### src/rtl/data_mem_arbiter.sv
// Round-robin arbiter serialising per-core data-memory requests onto one synchronous single-port RAM.
// Latency: request in IDLE at t -> mem_en at t+1 -> req_done/req_rdata at t+3. A core holds its request until done.
module data_mem_arbiter #(
  parameter int NUM_CORES = 16,
  parameter int ADDR_W    = 16,
  parameter int DATA_W    = 16
) (
  input  logic                        clock,
  input  logic                        reset,
  input  logic [2*NUM_CORES-1:0]      req_ctrl,
  input  logic [ADDR_W*NUM_CORES-1:0] req_addr,
  input  logic [DATA_W*NUM_CORES-1:0] req_wdata,
  output logic [DATA_W*NUM_CORES-1:0] req_rdata,
  output logic [NUM_CORES-1:0]        req_done,
  output logic                        mem_en,
  output logic                        mem_we,
  output logic [ADDR_W-1:0]           mem_addr,
  output logic [DATA_W-1:0]           mem_wdata,
  input  logic [DATA_W-1:0]           mem_rdata
);

  localparam int IDX_W = (NUM_CORES > 1) ? $clog2(NUM_CORES) : 1;

  typedef enum logic [1:0] {IDLE, ACCESS, RESP} state_t;

  state_t             state, state_nxt;
  logic [IDX_W-1:0]   rr_ptr;
  logic [IDX_W-1:0]   win;
  logic [IDX_W-1:0]   grant_idx;
  logic               grant_vld;
  logic               op_we;
  logic [ADDR_W-1:0]  lat_addr;
  logic [DATA_W-1:0]  lat_wdata;
  logic [NUM_CORES-1:0] req_vec;

  // A core whose done pulse is visible this cycle is still holding its old request.
  always_comb begin
    req_vec = '0;
    for (int i = 0; i < NUM_CORES; i++) begin
      req_vec[i] = ((req_ctrl[2*i +: 2] == 2'b01) || (req_ctrl[2*i +: 2] == 2'b10)) && !req_done[i];
    end
  end

  // Scan offsets from highest to lowest so the smallest offset from rr_ptr wins.
  always_comb begin
    int cand;
    cand      = 0;
    grant_vld = 1'b0;
    grant_idx = '0;
    for (int i = NUM_CORES-1; i >= 0; i--) begin
      cand = int'(rr_ptr) + i;
      if (cand >= NUM_CORES) cand = cand - NUM_CORES;
      if (req_vec[cand]) begin
        grant_vld = 1'b1;
        grant_idx = cand[IDX_W-1:0];
      end
    end
  end

  always_ff @(posedge clock) begin
    if (reset) state <= IDLE;
    else       state <= state_nxt;
  end

  always_comb begin
    state_nxt = state;
    mem_en    = 1'b0;
    mem_we    = 1'b0;
    mem_addr  = '0;
    mem_wdata = '0;
    case (state)
      IDLE:   if (grant_vld) state_nxt = ACCESS;
      ACCESS: begin
        mem_en    = 1'b1;
        mem_we    = op_we;
        mem_addr  = lat_addr;
        mem_wdata = lat_wdata;
        state_nxt = RESP;
      end
      RESP:    state_nxt = IDLE;
      default: state_nxt = IDLE;
    endcase
  end

  always_ff @(posedge clock) begin
    if (reset) begin
      rr_ptr    <= '0;
      win       <= '0;
      op_we     <= 1'b0;
      lat_addr  <= '0;
      lat_wdata <= '0;
      req_done  <= '0;
      req_rdata <= '0;
    end else begin
      req_done <= '0;
      case (state)
        IDLE: begin
          if (grant_vld) begin
            win       <= grant_idx;
            op_we     <= (req_ctrl[grant_idx*2 +: 2] == 2'b10);
            lat_addr  <= req_addr[grant_idx*ADDR_W +: ADDR_W];
            lat_wdata <= req_wdata[grant_idx*DATA_W +: DATA_W];
          end
        end
        RESP: begin
          if (!op_we) req_rdata[win*DATA_W +: DATA_W] <= mem_rdata;
          req_done[win] <= 1'b1;
          rr_ptr        <= (win == IDX_W'(NUM_CORES-1)) ? '0 : win + 1'b1;
        end
        default: ;
      endcase
    end
  end

endmodule

### config.mk
export PLATFORM = sky130hd
export DESIGN_NAME = data_mem_arbiter
export DESIGN_NICKNAME = d
export VERILOG_FILES = /design/src/rtl/data_mem_arbiter.sv
export SDC_FILE = /design/constraint.sdc
export NUM_CORES = 1
export LEC_CHECK = 0
export CAP_MARGIN = 20
export CORE_AREA = 2 2 334 336
export DETAILED_ROUTE_END_ITERATION = 7
export DIE_AREA = 0 0 336 338
export PLACE_DENSITY = 0.43
export SYNTH_ARGS = -nofsm -noshare
export SYNTH_HDL_FRONTEND = slang
export SYNTH_SLANG_ARGS = --single-unit
### constraint.sdc
create_clock -name clock -period 11.8 [get_ports clock]
set_input_delay 1.77 -clock clock [delete_from_list [all_inputs] [get_ports clock]]
set_output_delay 1.77 -clock clock [all_outputs]
set_load 0.05 [all_outputs]
==> flow_summary.yaml <==
status:
  status: "finished, final reports clean"
global_route:
  grt_pass1_vias: 26444
  grt_usage_pct: 25.6
  grt_max_degree: 179
  grt_pass1_wl_mm: 211
  grt_antenna_before_repair: 36
  grt_overflow: 0
critical_path:
  critPathArrivalTime_ns: 7.82
  path_max_fanout: 74
  r2r-end: "lat_wdata[5]$_SDFFE_PP0P_"
  ff2ff_setup_slack_ns: 4.43
  path_class: "flop to flop"
  crit_family: "compound AO/OA/AOI/OAI gates"
  cp_common_cell: "buf_4"
  cp_cell_sequence: "buf_4, inv_4, ha_1, buf_4, nor2_1, a32oi_1, a22oi_1, and3_1, nor4bb_1, nand4_1, o221ai_2, o211ai_4, nand2_4, buf_4, o21ai_0, mux2i_1, a311oi_1, a31oi_1, a311oi_1"
  end_kind: "flop"
  worst_setup_path_start_kind: "flop"
  cp_slowest_cell: "buf_4"
  cp_num_buf_inv: 4
  worstRegToRegCells: 19
  r2r-start: "rr_ptr[0]$_SDFFE_PP0N_"
  max_stage_delay_ns: 0.80
  cp.required_ns: 12.24
yosys:
  ys.flop_type: "dfxtp_1"
  ys_seq_elements: 315
  yosysSeqAreaShare_pct: 27.7
  syn_area_sq_mm: 0.0228
  async_reset_ff_share_pct: 0
  synth_edf_count: 0
  postSynthCellCount: 3265
  synth.distinct_cells: 84
  synth_warnings: 0
  syn_nets: 3842
  synth_area_per_cell_sq_um: 6.98
floorplan:
  dieHeight_um: 338
  start_util_pct: 20.7
  ios: 868
  die_w_um: 336
  dieArea_sq_mm: 0.114
  coreArea_sq_mm: 0.110
  row_count: 122
cells_and_area:
  area_growth_pct: 50.4
  layout-drive-gt1-share_pct: 5.22
  multi_input_area_sq_mm: 0.0152
  final-seq-area_sq_mm: 0.00631
  nets: 4515
  instances_no_fill: 5494
  nFillCells: 11909
place:
  port_buffers: 867
  gp_congestion: 0.983
  hpwlAfterDp_mm: 116
  dp_cells: 5379
routing:
  wl_per_cell_um: 27.9
  ant_nets: 0
  drt-vias-per-instance: 5.20
  wl_mm: 153
  drc: 0
  first_pass_iters: 6
  vias: 28589
  drtIter0Drc: 2844
clock_tree:
  hold_buffers: 0
  cts.sinks: 315
  cts_buffers: 42
  cts.repair.resized: 0
  cts_max_path_buffers: 3
  cts_root_buf: "clkbuf_16"
  cts_tree: "yes"
  clock_latency_ns: 0.62
  cts_setup_buffers: 0
  path_clk_slew_ns: 0.06
  htree_levels: 2
power_and_ir_drop:
  p_int_uw: 2820
  pwr-share-clk_pct: 27.8
  p_leak_uw: 0.0117
  p_per_area_mw_per_mm2: 150
  switchingPower_uw: 2320
  seq_power_share_pct: 22.1
  p_sw_share_pct: 45.1
  combinationalPowerShare_pct: 50.1
  peakVddDrop_mv: 0.120
timing:
  setup_tns_ns: 0
  tightest_slew_ns: 1.14
  finalCriticalPeriod_ns: 7.37
  slew_viol_final: 0
  relSlewSlack_pct: 23.9
  skew_ns: 0.0311
  hold_viol: 0
  period_share_pct: 62.5
  setup_viol: 0
  rsz0062_at_grt: "false"
  fmax_mhz: 136
hold_path:
  hold_depth: 2
  hold_path.class: "flop to flop"
  hold_path_end: "req_rdata[13]$_SDFFE_PP0P_"
  worstHoldStart: "req_rdata[13]$_SDFFE_PP0P_"
flow_run:
  drv_cap: 0
-- kinds of logic after synthesis --
| group | after synthesis | synth area share [%] |
|---|---|---|
| AO/OA/AOI/OAI | 1009 | 29.8 |
| AND/OR/NAND/NOR | 1419 | 26.1 |
| buffers and inverters | 321 | 6.10 |
| adder cells (fa/ha/maj) | 15 | 0.823 |
| flip-flops | 315 | 27.7 |
| multiplexers | 154 | 8.19 |
| XOR/XNOR | 32 | 1.33 |
-- Yosys cell counts, types with 7 or more instances --
master       n  share of area (%)
a311o_1     30                1.3
buf_6        9               0.44
o221ai_1    70                2.7
o211ai_1    98                3.2
mux2_2       9               0.44
mux4_2      24                2.4
dfxtp_1    315                 28
nor2_1     666                 11
o22ai_1      7               0.19
nand3_1     61                1.3
a311oi_1    69                2.7
xnor2_1      9               0.35
nor3_1       9               0.20
or3_1       64                1.8
and2_1      59                1.6
nor2b_1     18               0.49
nand4_1      8               0.22
a22oi_1     11               0.36
mux2i_1    119                5.2
a221oi_1     7               0.27
nor3b_1      8               0.26
ha_1        15               0.82
a211oi_1     7               0.23
o21ai_0    238                5.2
nand2_1    485                8.0
a31oi_1     38                1.0
a21oi_1    260                5.7
a21o_1       7               0.23
nor4_1       7               0.19
clkbuf_1   216                3.6
o2111ai_1   33                1.3
a32o_1      12               0.53
inv_1       28               0.46
buf_4       18               0.59
a32oi_1     78                3.0
xor2_1      20               0.77
nand2b_1    13               0.36
buf_2       41               0.90
-- power groups by stage --
stage                     clock network (uW)  registers, uW  logic, uW
after global placement                     0           1160       2530
after global routing                    1500           1140       2700
after floorplan                            0           1150       1520
after detailed placement                   0           1160       2510
after CTS                               1480           1140       2520
final                                   1430           1140       2580
-- placed cells by master, fill, tap and decap left out, drive strengths merged, types with 11 or more instances in the layout --
master         Yosys  routed
clkbuf           216      56
a311oi            70      70
nor2b             18      18
a22oi             11      11
mux2i            120     120
o2111ai           33      33
diode              0      37
mux4              24      24
o211ai           100     100
inv               30      31
nand2            487     487
o21ai            244     244
a21oi            260     260
a32o              12      12
a311o             30      30
nand2b            13      13
a31oi             39      39
ha                15      15
xor2              22      22
clkdlybuf4s50      0     866
o221ai            71      71
nor2             666     666
buf               74      52
clkinv             1      11
a32oi             79      79
dfxtp            315     315
nand3             61      61
or3               64      64
and2              60      60
-- metrics by stage --
stage / setup WS, ns / power, uW / area (sq um) / utilization, % / hold WS, ns
2_1_floorplan: 6.43 / 2660 / 22800 / - / 0.472
3_3_place_gp: 4.38 / 3690 / 32600 / 29.7 / 0.438
3_5_place_dp: 4.35 / 3670 / 32600 / 29.7 / 0.446
4_1_cts: 4.66 / 5130 / 34200 / 31.0 / 0.451
5_1_grt: 4.06 / 5350 / 34300 / 31.1 / 0.472
6_report: 4.43 / 5140 / 34300 / 31.2 / 0.448
-- layout make-up --
cell class | count | share of cell area, %
clock buffer | 55 | 3.56
inverter | 31 | 0.346
antenna | 37 | 0.270
multi-input combinational | 2629 | 44.4
clock inverter | 20 | 0.868
tap | 1488 | 5.43
sequential | 315 | 18.4
timing repair buffer | 919 | 26.7
-- how the worst max path moves through the flow --
stage                                start                    endpoint  slack, ns  depth (start not counted)
finish              rr_ptr[0]$_SDFFE_PP0N_   lat_wdata[5]$_SDFFE_PP0P_       4.43                         19
global route        rr_ptr[2]$_SDFFE_PP0N_   lat_wdata[3]$_SDFFE_PP0P_       4.06                         17
floorplan           rr_ptr[0]$_SDFFE_PP0N_  lat_wdata[15]$_SDFFE_PP0P_       6.43                         25
detailed placement             req_ctrl[5]    lat_addr[4]$_SDFFE_PP0P_       4.35                         16
CTS                 rr_ptr[0]$_SDFFE_PP0N_   lat_wdata[9]$_SDFFE_PP0P_       4.66                         19
global placement              req_ctrl[12]    lat_addr[4]$_SDFFE_PP0P_       4.38                         15
-- routing by layer --
| layer | share of wire [%] | vias up | track usage, % |
|---|---|---|---|
| met5 | 0.047 | - | 0 |
| met4 | 2.9 | 10 | 8.11 |
| met3 | 9.0 | 191 | 6.49 |
| met2 | 45 | 1369 | 40.7 |
| met1 | 43 | 13822 | 33.7 |
| li1 | - | 13197 | - |
-- state kept, by name, indices dropped and copies added (netlist names) --
signal	flops
lat_addr	16
lat_wdata	16
op_we	1
req_done	16
req_rdata	256
rr_ptr	4
state	2
win	4
-- tightest hold or removal path: cells and delay by family, from the launching register on --
kind / cells / cell delay (ns)
AOI/OAI and AO/OA: 1 / 0.05
DFF: 1 / 0.31
and+or+nand+nor: 1 / 0.05
No activity file was read; power rests on OpenSTA's default activity.
